--- src/rtl/step_motor_pkg.sv ---
// step_motor_pkg: shared types and constants
// for the stepper axis driver
package step_motor_pkg;

  typedef enum logic {
    ST_IDLE = 1'b0,
    ST_RUN  = 1'b1
  } state_t;

  localparam int C_MIN_SPEED = 2;

endpackage

--- src/rtl/sig_sync.sv ---
// sig_sync: two-flop synchronizer for
// asynchronous sensor inputs
module sig_sync (
  input  logic clk,
  input  logic resetn,
  input  logic d,
  output logic q
);

  logic meta;

  // capture then settle the async input
  always_ff @(posedge clk or negedge resetn) begin
    if (!resetn) begin
      meta <= 1'b0;
      q    <= 1'b0;
    end else begin
      meta <= d;
      q    <= meta;
    end
  end

endmodule

--- src/rtl/step_motor_drv.sv ---
// step_motor_drv: stepper axis responder
// step/dir generation, position, limit sync
module step_motor_drv
  import step_motor_pkg::*;
#(
  parameter int C_STEP_NUMBER_WIDTH = 32,
  parameter int C_SPEED_DATA_WIDTH  = 32
) (
  input  logic                           clk,
  input  logic                           resetn,
  input  logic                           s_sel,
  input  logic                           s_start,
  input  logic                           s_stop,
  input  logic [C_SPEED_DATA_WIDTH-1:0]  s_speed,
  input  logic [C_STEP_NUMBER_WIDTH-1:0] s_step,
  input  logic                           s_dir,
  input  logic                           s_mod_remain,
  input  logic [C_STEP_NUMBER_WIDTH-1:0] s_new_remain,
  output logic                           s_state,
  output logic [C_STEP_NUMBER_WIDTH-1:0] s_position,
  output logic                           s_zpsign,
  output logic                           s_tpsign,
  input  logic                           zpd,
  input  logic                           tpd,
  output logic                           o_drive,
  output logic                           o_dir,
  output logic                           o_xen
);

  localparam int SW = C_SPEED_DATA_WIDTH;
  localparam int NW = C_STEP_NUMBER_WIDTH;

  state_t state;
  state_t state_nx;

  logic [SW-1:0] spd;
  logic [SW-1:0] spd_in;
  logic [SW-1:0] pcnt;
  logic [NW-1:0] remain;
  logic [NW-1:0] pos;

  logic cont;
  logic dir;
  logic stop_pend;
  logic drive;
  logic xen;
  logic zsig;
  logic tsig;

  logic go;
  logic fire;
  logic quit;
  logic at_bnd;
  logic halt;
  logic zero_hit;
  logic mod_hit;
  logic running;

  sig_sync u_zsync (
    .clk    (clk),
    .resetn (resetn),
    .d      (zpd),
    .q      (zsig)
  );

  sig_sync u_tsync (
    .clk    (clk),
    .resetn (resetn),
    .d      (tpd),
    .q      (tsig)
  );

  // Periods shorter than two cycles cannot
  // hold a high and a low phase, so clamp.
  assign spd_in = (s_speed < SW'(C_MIN_SPEED))
                ? SW'(C_MIN_SPEED)
                : s_speed;

  assign running  = (state == ST_RUN);
  assign at_bnd   = (pcnt == '0);
  assign zero_hit = dir & zsig;
  assign mod_hit  = s_mod_remain & ~s_stop;

  assign halt = stop_pend
              | (~cont & (remain == '0))
              | zero_hit
              | (~dir & tsig);

  // state register
  always_ff @(posedge clk or negedge resetn) begin
    if (!resetn) begin
      state <= ST_IDLE;
    end else begin
      state <= state_nx;
    end
  end

  // next state and boundary decisions
  always_comb begin
    state_nx = state;
    go       = 1'b0;
    fire     = 1'b0;
    quit     = 1'b0;
    if (!s_sel) begin
      state_nx = ST_IDLE;
    end else begin
      unique case (state)
        ST_IDLE: begin
          if (s_start && !s_stop) begin
            state_nx = ST_RUN;
            go       = 1'b1;
          end
        end
        ST_RUN: begin
          if (at_bnd) begin
            if (halt) begin
              state_nx = ST_IDLE;
              quit     = 1'b1;
            end else begin
              fire = 1'b1;
            end
          end
        end
        default: state_nx = ST_IDLE;
      endcase
    end
  end

  // latch speed and direction at start
  always_ff @(posedge clk or negedge resetn) begin
    if (!resetn) begin
      spd <= '0;
      dir <= 1'b0;
    end else if (go) begin
      spd <= spd_in;
      dir <= s_dir;
    end
  end

  // remaining steps; a modify overrides
  // the decrement of the same boundary
  always_ff @(posedge clk or negedge resetn) begin
    if (!resetn) begin
      remain <= '0;
      cont   <= 1'b0;
    end else if (go) begin
      remain <= s_step;
      cont   <= (s_step == '0);
    end else if (running && s_sel) begin
      if (mod_hit) begin
        remain <= s_new_remain;
        cont   <= 1'b0;
      end else if (fire && !cont) begin
        remain <= remain - 1'b1;
      end
    end
  end

  // stop request held until next boundary
  always_ff @(posedge clk or negedge resetn) begin
    if (!resetn) begin
      stop_pend <= 1'b0;
    end else if (!s_sel || go) begin
      stop_pend <= 1'b0;
    end else if (running && s_stop) begin
      stop_pend <= 1'b1;
    end
  end

  // period counter and step pulse shaping
  always_ff @(posedge clk or negedge resetn) begin
    if (!resetn) begin
      pcnt  <= '0;
      drive <= 1'b0;
    end else if (!s_sel || go || quit) begin
      pcnt  <= '0;
      drive <= 1'b0;
    end else if (fire) begin
      pcnt  <= SW'(1);
      drive <= 1'b1;
    end else if (running) begin
      if (pcnt == (spd >> 1)) begin
        drive <= 1'b0;
      end
      if (pcnt == spd - 1'b1) begin
        pcnt <= '0;
      end else begin
        pcnt <= pcnt + 1'b1;
      end
    end
  end

  // absolute position, zeroed on home exit
  always_ff @(posedge clk or negedge resetn) begin
    if (!resetn) begin
      pos <= '0;
    end else if (quit && zero_hit) begin
      pos <= '0;
    end else if (fire) begin
      if (dir) begin
        pos <= pos - 1'b1;
      end else begin
        pos <= pos + 1'b1;
      end
    end
  end

  // driver enable tracks the axis select
  always_ff @(posedge clk or negedge resetn) begin
    if (!resetn) begin
      xen <= 1'b0;
    end else begin
      xen <= s_sel;
    end
  end

  assign s_state    = running;
  assign s_position = pos;
  assign s_zpsign   = zsig;
  assign s_tpsign   = tsig;
  assign o_drive    = drive;
  assign o_dir      = dir;
  assign o_xen      = xen;

endmodule

--- config.mk ---
export PLATFORM = sky130hd
export DESIGN_NAME = step_motor_drv
export DESIGN_NICKNAME = d
export VERILOG_FILES = /design/src/rtl/step_motor_pkg.sv /design/src/rtl/sig_sync.sv /design/src/rtl/step_motor_drv.sv
export SDC_FILE = /design/constraint.sdc
export NUM_CORES = 1
export LEC_CHECK = 0
export ABC_CLOCK_PERIOD_IN_PS = 4520
export BUFFER_PORTS_ARGS = -buffer_cell sky130_fd_sc_hd__buf_2
export CELL_PAD_IN_SITES_DETAIL_PLACEMENT = 1
export CELL_PAD_IN_SITES_GLOBAL_PLACEMENT = 1
export CORE_ASPECT_RATIO = 1.4
export CORE_MARGIN = 4
export CORE_UTILIZATION = 44
export DETAILED_ROUTE_END_ITERATION = 10
export PLACE_DENSITY_LB_ADDON = 0.1
export SYNTH_ARGS = -nofsm -noshare
export SYNTH_HDL_FRONTEND = slang
export SYNTH_SLANG_ARGS = --single-unit
--- constraint.sdc ---
create_clock -name clk -period 4.52 [get_ports clk]
set_input_delay 0.678 -clock clk [delete_from_list [all_inputs] [get_ports clk]]
set_output_delay 0.678 -clock clk [all_outputs]
set_load 0.03 [all_outputs]
[Yosys cells after proc, flatten, opt, wreduce, memory -nomap -nowiden]
Index checks and enable logic that the tools add are counted.
Word-level totals
  register bits after elaboration: 138
  input bits: 105
  output and inout bits: 38
  word-level logic and storage cells: 91
Operators by class
  $add $sub $neg: 5
  $lt $le $gt $ge: 1
  equality and inequality tests: 2
  muxes and demuxes: 35
  bitwise operators: 11
  reductions and logical operators: 23
Operators with widths (number)
  32-bit 2-to-1 mux: 12
  32-bit zero test: 3
  32-bit by 1-bit subtractor with 32-bit output, second input constant: 3
  32-bit by 1-bit adder with 32-bit output, second input constant: 2
  32-bit by 31-bit == test with 1-bit output: 1
  32-bit == test: 1
  32-bit by 2-bit less-than comparator with 1-bit output, second input constant: 1
  1-bit 2-to-1 mux: 22
  3-bit nonzero test: 3
  2-bit nonzero test: 4
  2-bit AND reduction: 3
  1-bit logical AND: 5
  1-bit AND: 4
  1-bit NOT: 4
  1-bit zero test: 3
  1-bit bitwise OR: 3
  1-bit logical OR: 2
  1-bit one-hot mux with 2 select lines: 1

[Depth between registers and ports, before layout]
Gate-level depths: netlist of run 1.
  depth in word-level cells: 14
  mapped depth: 14
  depth with buffers taken out: 11

[Modules after synthesis]
Synthesis of run 1 repeated with hierarchy kept, for this count alone.
Second synthesis, totals
  cells, all modules: 1216
  area, all modules: 9913.3 sq um
Modules (own cells, without submodules)
  step_motor_drv: times used 1, cells each 1212, area an instance 9813.2 sq um, seq. area each 3353.2 sq um
  sig_sync: times used 2, cells each 2, area an instance 50.0 sq um, seq. area each 50.0 sq um

[Least setup slack after synthesis of run 1]
Ideal clock, no wire load.
  kind: register to register
  start point: reg dir, in the netlist o_dir
  end point: reg pos[31], in the netlist s_position[31]
  setup time: 0.069 ns
  arrival time: 3.559 ns
  data required time: 4.451 ns
  setup slack: 0.892 ns
  stages on the path, launching flop included: 12
  buffers on the path: 1
  clock period less this slack: 3.628 ns
  cell sequence: dfrtp_1 ha_1 clkbuf_1 a21o_1 a21o_1 a21oi_1 o21ai_0 o41ai_1 nor4_1 o21a_1 or4_1 nand3_1
Between the ends
  word-level cells in the longest chain between the ends: 9
  elaborated cells on any way between the ends: 18
RTL lines
  from (decl): line step_motor_drv.sv:43  | logic dir;
  from (signal assigned): line step_motor_drv.sv:136  | dir <= s_dir;
  1-bit AND / 1-bit NOT (equally long branches): line step_motor_drv.sv:81, step_motor_drv.sv:87
  1-bit bitwise OR / 1-bit AND (equally long branches): line step_motor_drv.sv:86, step_motor_drv.sv:87
  1-bit bitwise OR: line step_motor_drv.sv:87  | | (~dir & tsig);
  1-bit 2-to-1 mux: line step_motor_drv.sv:116  | if (halt) begin
  1-bit 2-to-1 mux: line step_motor_drv.sv:115  | if (at_bnd) begin
  1-bit 2-to-1 mux: line step_motor_drv.sv:107  | unique case (state)
  1-bit 2-to-1 mux: line step_motor_drv.sv:104  | if (!s_sel) begin
  1-bit logical AND: line step_motor_drv.sv:197  | end else if (quit && zero_hit) begin
  32-bit 2-to-1 mux / 2-bit nonzero test (equally long branches)
  to (signal assigned): line step_motor_drv.sv:201  | pos <= pos - 1'b1;
  to (signal assigned): line step_motor_drv.sv:203  | pos <= pos + 1'b1;
  to (decl): line step_motor_drv.sv:40  | logic [NW-1:0] pos;
Several ways; a longest one is shown, not always the timed one. The select of a mux whose other input is x is not followed.
A chain may end at the register's enable or synchronous reset.

[Final worst setup path of run 1]
  start point: reg spd[1]
  end point: reg pcnt[28]
Between the ends
  word-level cells in the longest chain between the ends: 6
RTL lines
  from (decl): line step_motor_drv.sv:36  | logic [SW-1:0] spd;
  from (signal assigned): line step_motor_drv.sv:135  | spd <= spd_in;
  32-bit by 1-bit subtractor with 32-bit output: line step_motor_drv.sv:185  | if (pcnt == spd - 1'b1) begin
  32-bit == test: line step_motor_drv.sv:185
  32-bit 2-to-1 mux: line step_motor_drv.sv:185
  32-bit 2-to-1 mux: line step_motor_drv.sv:181  | end else if (running) begin
  32-bit 2-to-1 mux: line step_motor_drv.sv:178  | end else if (fire) begin
  32-bit 2-to-1 mux: line step_motor_drv.sv:175  | end else if (!s_sel || go || quit) begin
  to (signal assigned): line step_motor_drv.sv:188  | pcnt <= pcnt + 1'b1;
  to (decl): line step_motor_drv.sv:38  | logic [SW-1:0] pcnt;
No other way between the ends. The select of a mux whose other input is x is not followed.

==> results of run 1 <==
sequential cells by signal, summed over array words and instances (netlist names):
signal	flops
o_xen	1
stop_pend	1
s_position	32
o_drive	1
remain	32
pcnt	32
spd	32
o_dir	1
cont	1
u_zsync.q	1
u_tsync.meta	1
s_state	1
u_tsync.q	1
u_zsync.meta	1
cells in the final DEF, fill, tap and decap left out, types with 4 or more instances in the layout:
cell type,count
o31ai_1,10
clkinv_2,4
o21bai_1,4
ha_1,35
and3_1,10
o21a_1,4
o31a_1,4
a31oi_1,11
nor2b_1,8
a311oi_1,4
o211ai_1,9
a211oi_1,31
nor4_1,39
nand4_1,25
nor4_2,5
nor3_1,62
xor2_1,52
nor2_1,93
nand2b_1,8
o21ai_0,76
a21oi_1,67
mux2i_1,6
nor4b_1,4
or4_1,7
a21o_1,20
dfrtp_1,138
or2_2,5
a22o_1,4
nand3_1,27
xnor2_1,93
nand2_1,188
buf_4,10
buf_2,141
clkbuf_16,17
inv_1,23
or3_1,8
kinds of logic (layout without fill, tap and decap cells):
family | count (synthesis) | in the layout | share of synthesized area [%]
AOI/OAI and AO/OA | 271 | 271 | 17.4
DFF | 138 | 138 | 34.8
muxes | 7 | 7 | 0.719
xor gates and xnor gates | 145 | 145 | 12.8
adders and majority gates | 36 | 36 | 4.62
buffers and inverters | 110 | 208 | 4.58
and+or+nand+nor | 509 | 509 | 25.1
power by group through the flow:
| stage | registers, W | clock network, W | logic [W] |
|---|---|---|---|
| 6_report | 0.00194 | 0.00145 | 0.00258 |
| 5_1_grt | 0.00200 | 0.00153 | 0.00288 |
| 4_1_cts | 0.00194 | 0.00148 | 0.00260 |
| 3_5_place_dp | 0.00196 | 0 | 0.00257 |
| 3_3_place_gp | 0.00195 | 0 | 0.00250 |
| 2_1_floorplan | 0.00209 | 0 | 0.00169 |
critical path, stage by stage, from the launching register on:
cell and delay [ns]:
dfrtp_1 0.42, inv_1 0.10, ha_1 0.23, or4b_1 0.58
or4_1 0.52, a21oi_1 0.16, nor3_1 0.07, a211oi_1 0.28
nand4_1 0.20, nor4_2 0.36, and2_4 0.45, nor3_1 0.10
how the worst min path moves through the flow:
stage	start	endpoint	depth (start not counted)
6_report	resetn	spd[14]	1
5_1_grt	tpd	u_tsync.meta	1
4_1_cts	tpd	u_tsync.meta	1
3_5_place_dp	u_tsync.meta	u_tsync.q	0
3_3_place_gp	u_tsync.meta	u_tsync.q	0
2_1_floorplan	u_tsync.meta	u_tsync.q	0
cell type report:
type	instances	area share, %
Clock buffer	23	4.21
Tap cell	297	3.27
Timing Repair Buffer	154	7.33
Clock inverter	8	1.04
Sequential cell	138	30.4
Multi-Input combinational cell	968	53.0
Inverter	23	0.761
metrics by stage:
stage | hold slack, ns | setup slack [ns] | util [%]
global placement | 0.333 | 1.05 | 48.8
detailed placement | 0.341 | 0.945 | 48.8
floorplan | 0.331 | 0.892 | -
finish | 0.303 | 0.904 | 51.6
CTS | 0.339 | 0.915 | 51.6
global route | 0.347 | 0.640 | 51.6
per-layer routing:
| metal | global-route usage [%] | wire length [µm] |
|---|---|---|
| met1 | 30.7 | 13000 |
| met2 | 47.4 | 16800 |
| met3 | 4.25 | 1000 |
| met4 | 8.92 | 906 |
| met5 | 0 | 41 |
==> impl_metrics.json, run 1 <==
{
  "synth_seq_area_share_pct": 34.8,
  "root_buffer": "clkbuf_16",
  "crit_arrival_ns": 3.89,
  "maxSlewHeadroom_pct": 18.9,
  "finalPower_w": 0.00597,
  "cp-start-kind": "flip-flop",
  "drt_iter0_drc": 378,
  "status": "completed",
  "cp-end-kind": "flip-flop",
  "drive_above_1_share_pct": 15.5,
  "first_global_vias": 9938,
  "final_area_um2": 11400,
  "cts_hold_buf": 0,
  "syn-instance-count": 1216,
  "n_antenna_cell": 0,
  "route.detailed.drc": 0,
  "insertion_delay_ns": 0.43,
  "power.leakage_nw": 4.94,
  "crit_required_ns": 4.79,
  "maxCapViolCount": 0,
  "numCtsBuffers": 17,
  "startpoint": "spd[1]",
  "swShare_pct": 42.0,
  "internal-power_w": 0.00347,
  "cts_max_path_buffers": 2,
  "io_buffers": 142,
  "place.gp.congestion": 0.887,
  "num_rows": 64,
  "syn_to_final_growth_pct": 14.5,
  "yosysMostFrequentCell": "nand2_1",
  "finalMaxSlewViolations": 0,
  "hold_viol_final": 0,
  "floorplan.initialDensity_pct": 45.0,
  "peakVddDrop_mv": 0.321,
  "core-area_um2": 22000,
  "grt_max_degree": 89,
  "die_x_um": 135,
  "power_switching_w": 0.00251,
  "yosysWarningCount": 0,
  "setup_viol": 0,
  "antenna_found_initial": 3,
  "clock_skew_ns": 0.0111,
  "power_frac_seq_pct": 32.5,
  "filler_cell_count": 2737,
  "multi_input_area_um2": 6010,
  "clkPwrFrac_pct": 24.3,
  "num_io_pins": 143,
  "cts.sinks": 138,
  "synth_top_area_cell": "dfrtp_1",
  "via_per_inst": 5.82,
  "worst-path-max-fanout": 29,
  "max_freq_ghz": 0.277,
  "vias": 9384,
  "grtUsageTotal_pct": 25.9,
  "syn-num-nets": 1357,
  "p_per_area_nw_per_um2": 526,
  "critical_path_class": "reg -> reg",
  "ys_top_cells_by_area": "dfrtp_1 35%, xnor2_1 8.2%, nand2_1 7.1%",
  "clk_pin_slew_ns": 0.06,
  "htreeDepth": 4,
  "wl_per_cell_um": 19.7,
  "antenna_left": 0,
  "synth_edf_count": 0,
  "regArea_um2": 3450,
  "overflow": 0,
  "cts_tree": "done",
  "finalCriticalPeriod_ns": 3.62,
  "synth_top_area_share_pct": 34.8,
  "endpoint": "pcnt[28]",
  "hpwl_um": 23700,
  "grt_setup_unrepaired": "false",
  "tightest_slew_ns": 1.21,
  "cts_setup_buffers": 0,
  "placed_area_um2": 10800,
  "reg2reg_from": "spd[1]",
  "ys_async_sr_fraction_pct": 100,
  "critical_path.reg2reg.endpoint": "pcnt[28]",
  "dp.cells": 1580,
  "fin_setup_tns_ns": 0,
  "avgSynthCellArea_um2": 8.15,
  "synthFlopType": "dfrtp_1",
  "synth_common_cells": "188 x nand2_1, 138 x dfrtp_1, 93 x nor2_1, 93 x xnor2_1, 76 x o21ai_0",
  "rrSetupSlack_ns": 0.90,
  "drtPass1Iterations": 5,
  "finalCritPeriodShare_pct": 80.0,
  "final_nets": 1443,
  "grt_pass1_wl_um": 52100,
  "final_cell_count_no_fill": 1611,
  "reg2reg_depth": 11,
  "comb_power_share_pct": 43.1,
  "syn_area_um2": 9910,
  "synth_seq_cells": 138,
  "min_path_type": "in -> async",
  "synth_cell_types": 68,
  "fp.dieH_um": 186,
  "cts-resized-gates": 0,
  "wirelength_um": 31800,
  "dieArea_um2": 25000
}
No activity file was read; power rests on OpenSTA's default activity.
==> inputs of run 2 (changes only) <==
- ABC_AREA: not set -> 1
- ABC_CLOCK_PERIOD_IN_PS: 4520 -> 2960
- CORE_UTILIZATION: 44 -> 38
- clock period: 4.52 -> 2.96 ns (I/O delays scaled with it)
==> run 2 against run 1 <==
Final cell count rose by 36%. Register-to-register slack got worse by 0.64 ns. Wire length rose by 23%. Largest cell class unchanged.
==> impl_metrics.json, run 2 <==
{
  "place.gp.congestion": 0.893,
  "route.detailed.drc": 0,
  "overflow": 0,
  "dieArea_um2": 31900,
  "die_x_um": 152,
  "drive_above_1_share_pct": 13.4,
  "grtUsageTotal_pct": 24.8,
  "drt_iter0_drc": 434,
  "wirelength_um": 39200,
  "yosysMostFrequentCell": "nand2_1",
  "clk_pin_slew_ns": 0.06,
  "htreeDepth": 4,
  "slowest_stage": "dfrtp_1",
  "crit_required_ns": 3.28,
  "avgSynthCellArea_um2": 6.58,
  "power.leakage_nw": 6.23,
  "numCtsBuffers": 17,
  "syn_to_final_growth_pct": 16.2,
  "vias": 11600,
  "floorplan.initialDensity_pct": 38.7,
  "antenna_found_initial": 1,
  "swShare_pct": 46.1,
  "antenna_left": 0,
  "cp-end-kind": "flip-flop",
  "finalCriticalPeriod_ns": 2.69,
  "peakVddDrop_mv": 0.560,
  "clkPwrFrac_pct": 24.0,
  "internal-power_w": 0.00532,
  "tightest_slew_ns": 0.751,
  "core-area_um2": 28500,
  "grt_setup_unrepaired": "false",
  "crit_top_cell": "nand2_1",
  "synth_seq_cells": 138,
  "via_per_inst": 5.28,
  "n_antenna_cell": 0,
  "synth_common_cells": "473 x nand2_1, 186 x nor2_1, 168 x inv_1, 138 x dfrtp_1, 133 x o21ai_0",
  "ys_top_cells_by_area": "dfrtp_1 31%, nand2_1 16%, nor2_1 6.3%",
  "synth_cell_types": 50,
  "syn-num-nets": 1819,
  "synth_top_area_cell": "dfrtp_1",
  "crit_arrival_ns": 3.02,
  "min_path_type": "in -> reg",
  "clock_skew_ns": 0.0106,
  "root_buffer": "clkbuf_16",
  "comb_power_share_pct": 46.4,
  "cts_tree": "done",
  "fin_setup_tns_ns": 0,
  "syn_area_um2": 11000,
  "num_rows": 73,
  "cp.buffers_inverters": 2,
  "grt_pass1_wl_um": 64100,
  "max_freq_ghz": 0.371,
  "hold_viol_final": 0,
  "status": "completed",
  "ys_async_sr_fraction_pct": 100,
  "setup_viol": 0,
  "cp_top_family": "simple AND/OR/NAND/NOR gates",
  "final_nets": 1950,
  "dp_slack_ns": 0.215,
  "hpwl_um": 31200,
  "cts_max_path_buffers": 2,
  "setup_slack_ns": 0.266,
  "crit_path_cell_trace": "nor2_1 > nand2_1 > nor2_4 > nand2_2 > nor2_1 > nand2_1 > nand2_1 > nand2_1 > inv_1 > nand2_1 > nor2_1 > nand3_1 > nand2_1 > buf_4 > a21oi_1",
  "worst-path-max-fanout": 17,
  "cpPeakStageDelay_ns": 0.45,
  "synth_edf_count": 0,
  "cts-resized-gates": 0,
  "first_global_vias": 12400,
  "fp.dieH_um": 210,
  "insertion_delay_ns": 0.45,
  "most-common-layout-cells": "473 x nand2_1, 185 x nor2_1, 168 x inv_1",
  "synthFlopType": "dfrtp_1",
  "finalMaxSlewViolations": 0,
  "drtPass1Iterations": 4,
  "num_io_pins": 143,
  "yosysWarningCount": 0,
  "cts.sinks": 138,
  "maxCapViolCount": 0,
  "wl_per_cell_um": 17.8,
  "maxSlewHeadroom_pct": 49.5,
  "critical_path_class": "reg -> reg",
  "grt_max_degree": 60,
  "p_per_area_nw_per_um2": 770,
  "syn-instance-count": 1678,
  "finalCritPeriodShare_pct": 91.0,
  "synth_top_area_share_pct": 31.3,
  "layout_commonest_cell": "nand2_1",
  "power_frac_seq_pct": 29.6,
  "cp-start-kind": "flip-flop",
  "io_buffers": 142,
  "power_switching_w": 0.00455,
  "synth_seq_area_share_pct": 31.3
}
## run 2: final timing paths
path,from,endpoint,slack [ns],cells past startpoint
min,zpd,u_zsync.meta,0.1,1
max reg2reg,spd[2],pcnt[10],0.27,15
min reg2reg,u_tsync.meta,u_tsync.q,0.35,0
min in group asynchronous,resetn,spd[5],0.54,2
max,spd[2],pcnt[10],0.27,15
max in group asynchronous,resetn,remain[19],1.60,3
## run 2: cell type report
type	count	area (µm²)
clock buffer	19	443
clock inverter	13	191
inverter	179	672
tap	375	469
fill	3799	15700
sequential	138	3450
multi-input combinational	1308	6650
timing repair buffer	165	942
## run 2: per-stage QoR
step                hold WS, ns  instances  total power [W]  instance area, µm²  utilization (%)
finish                   0.0986       2197          0.00987               12800             45.0
detailed placement        0.340       2163          0.00755               12200             42.7
global route             0.0918       2197           0.0107               12800             45.0
floorplan                 0.148       1678          0.00606               11000                -
CTS                      0.0790       2196          0.00997               12800             44.9
global placement          0.332       2163          0.00742               12200             42.7
## run 2: power groups by stage
stage	Combinational (W)	Clock, W	Sequential [W]
6_report	0.00458	0.00237	0.00292
3_5_place_dp	0.00460	0	0.00295
4_1_cts	0.00463	0.00241	0.00292
2_1_floorplan	0.00290	0	0.00317
5_1_grt	0.00521	0.00249	0.00300
3_3_place_gp	0.00448	0	0.00293
## run 2: kinds of logic (layout without fill, tap and decap cells)
group / count (synthesis) / after routing / share of synthesized area (%)
compound gates: 270 / 270 / 13.0
xor+xnor: 86 / 86 / 6.83
fa+ha+maj: 36 / 36 / 4.15
buf+inv: 232 / 376 / 8.48
flops: 138 / 138 / 31.3
mux: 1 / 1 / 0.0907
simple gates: 915 / 915 / 36.1
## run 2: repair_timing
action	in CTS	in global routing
hold buffers	1	0
hold endpoints to repair	19	0
buffers inserted	0	1
endpoints found under the setup margin	0	30
## run 2: layer usage
layer | track usage, % | wire, µm | vias to the layer above
met5 | 0 | 7 | -
met4 | 11.7 | 1800 | 2
met3 | 3.51 | 947 | 70
met2 | 47.1 | 20800 | 151
met1 | 27.0 | 15600 | 5628
li1 | - | - | 5758
==> inputs of run 3 (changes only) <==
- CELL_PAD_IN_SITES_DETAIL_PLACEMENT: 1 -> 0
==> run 3 against run 2 <==
The run now ends with hold timing left. Utilization about the same. Sequential power about the same. Register-to-register slack better by 0.02 ns. Via count down 2.5%. Final area up 0.11%. Total power down 0.46%. Count of clock-buffer cells in the layout up 2. Flip-flop and latch count unchanged. Worst setup slack better by 0.020 ns. First-iteration DRC count down 2.5%. Largest power group unchanged. Highest routed layer unchanged.
==> impl_metrics.json, run 3 (same netlist as run 2, synthesis figures left out) <==
{
  "status": "finished with violations",
  "violations": "hold timing",
  "overflow": 0,
  "drtPass1Iterations": 5,
  "antenna_left": 0,
  "syn_to_final_growth_pct": 16.3,
  "grtUsageTotal_pct": 22.9,
  "num_io_pins": 143,
  "crit_path_cell_trace": "inv_1 > ha_1 > nand2_2 > nor2_4 > buf_12 > buf_4 > xor2_1 > nand3_1 > nor2_1 > nand2_1 > nor2_1 > nand3_1 > nand2_1 > buf_4 > a21oi_1",
  "wirelength_um": 36700,
  "max_freq_ghz": 0.374,
  "fp.dieH_um": 210,
  "peakVddDrop_mv": 0.623,
  "crit_required_ns": 3.26,
  "place.gp.congestion": 0.893,
  "startpoint": "spd[0]",
  "finalCritPeriodShare_pct": 90.3,
  "cpPeakStageDelay_ns": 0.42,
  "vias": 11300,
  "clk_pin_slew_ns": 0.06,
  "crit_arrival_ns": 2.97,
  "wl_per_cell_um": 16.7,
  "antenna_found_initial": 1,
  "power.leakage_nw": 6.25,
  "num_rows": 73,
  "layout_commonest_cell": "nand2_1",
  "final_nets": 1950,
  "cts.sinks": 138,
  "min_path_type": "in -> async",
  "maxSlewHeadroom_pct": 49.5,
  "hold_viol_final": 3,
  "insertion_delay_ns": 0.43,
  "finalCriticalPeriod_ns": 2.67,
  "fin_setup_tns_ns": 0,
  "finalMaxSlewViolations": 0,
  "cts_tree": "done",
  "cp-start-kind": "flip-flop",
  "floorplan.initialDensity_pct": 38.7,
  "dp_slack_ns": 0.237,
  "via_per_inst": 5.15,
  "first_global_vias": 11300,
  "die_x_um": 152,
  "cts-resized-gates": 0,
  "io_buffers": 142,
  "cts_hold_buf": 0,
  "grt_pass1_wl_um": 59200,
  "numCtsBuffers": 17,
  "grt_setup_unrepaired": "false",
  "reg2reg_from": "spd[0]",
  "filler_cell_count": 3113,
  "whs_ns": -0.00361,
  "dieArea_um2": 31900,
  "hpwl_um": 29100,
  "setup_viol": 0,
  "root_buffer": "clkbuf_16",
  "cp.buffers_inverters": 4,
  "drive_above_1_share_pct": 13.3,
  "setup_slack_ns": 0.287,
  "grt_max_degree": 60,
  "most-common-layout-cells": "473 x nand2_1, 185 x nor2_1, 168 x inv_1",
  "cp-end-kind": "flip-flop",
  "cp_top_family": "simple AND/OR/NAND/NOR gates",
  "route.detailed.drc": 0,
  "p_per_area_nw_per_um2": 766,
  "tightest_slew_ns": 0.750,
  "core-area_um2": 28500,
  "n_antenna_cell": 0,
  "slowest_stage": "dfrtp_1",
  "cts_max_path_buffers": 2,
  "drt_iter0_drc": 423,
  "htreeDepth": 4,
  "maxCapViolCount": 0,
  "critical_path_class": "reg -> reg",
  "worst-path-max-fanout": 17,
  "clock_skew_ns": 0.00993
}
## run 3: cell types whose count changed in the layout (fill, tap and decap cells not counted), sizes merged
cell and delta:
clkinvlp -3, clkbuf +2, inv -2, buf +1
bufinv +1, clkinv +1, dlygate4sd3 -1
## run 3: final cells by class
type | instances | area, µm² | share of cell area, %
flip-flops and latches | 138 | 3450 | 26.9
well taps | 375 | 469 | 3.66
multi-input cells | 1308 | 6650 | 51.8
clock buffers | 21 | 460 | 3.59
repair buffers | 165 | 940 | 7.32
clock inverters | 10 | 190 | 1.48
inverters | 179 | 672 | 5.24
## run 3: per-stage QoR
step | utilization [%] | instance area [µm²] | cells | hold slack [ns] | power [W]
after floorplan | - | 11000 | 1678 | 0.148 | 0.00606
after global placement | 42.7 | 12200 | 2163 | 0.332 | 0.00742
after detailed placement | 42.7 | 12200 | 2163 | 0.337 | 0.00745
after CTS | 44.9 | 12800 | 2194 | 0.0166 | 0.00990
after global routing | 45.0 | 12800 | 2196 | 0.0446 | 0.0107
final | 45.0 | 12800 | 2196 | -0.00361 | 0.00983
## run 3: metal layers
metal	share of wire [%]	track usage [%]	routed length, µm
met1	41	25.7	15000
met2	55	44.8	20000
met3	2.6	3.05	957
met4	2.0	6.48	733
met5	0.033	0	12
## run 3: worst reg2reg max path, delay by kind of cell, from the launching register on
kind,cells,cell delay [ns]
buffers and inverters,4,0.64
AO/OA/AOI/OAI,1,0.11
XOR/XNOR,1,0.15
flip-flops,1,0.42
adder cells (fa/ha/maj),1,0.23
AND/OR/NAND/NOR,8,1.01
## run 3: path summary, 6_finish.rpt
kind	end	slack (ns)	cells after the start
worst max register to register	pcnt[10]	0.29	15
max in group asynchronous	remain[8]	2.15	2
min in group clk	u_tsync.meta	0.12	1
worst max-delay path	pcnt[10]	0.29	15
worst min-delay path	spd[2]	-0.004	1
worst min register to register	u_tsync.q	0.35	0
## run 3: power by group
part | internal [W] | switching, W
Sequential | 0.00234 | 0.000564
Combinational | 0.00153 | 0.00297
Clock | 0.00154 | 0.000872
Total | 0.00542 | 0.00440
## run 3: repair_timing
item	4_1_cts	5_1_grt
endpoints found under the setup margin	0	30
buffers inserted	0	2
endpoints found under the hold margin	0	0
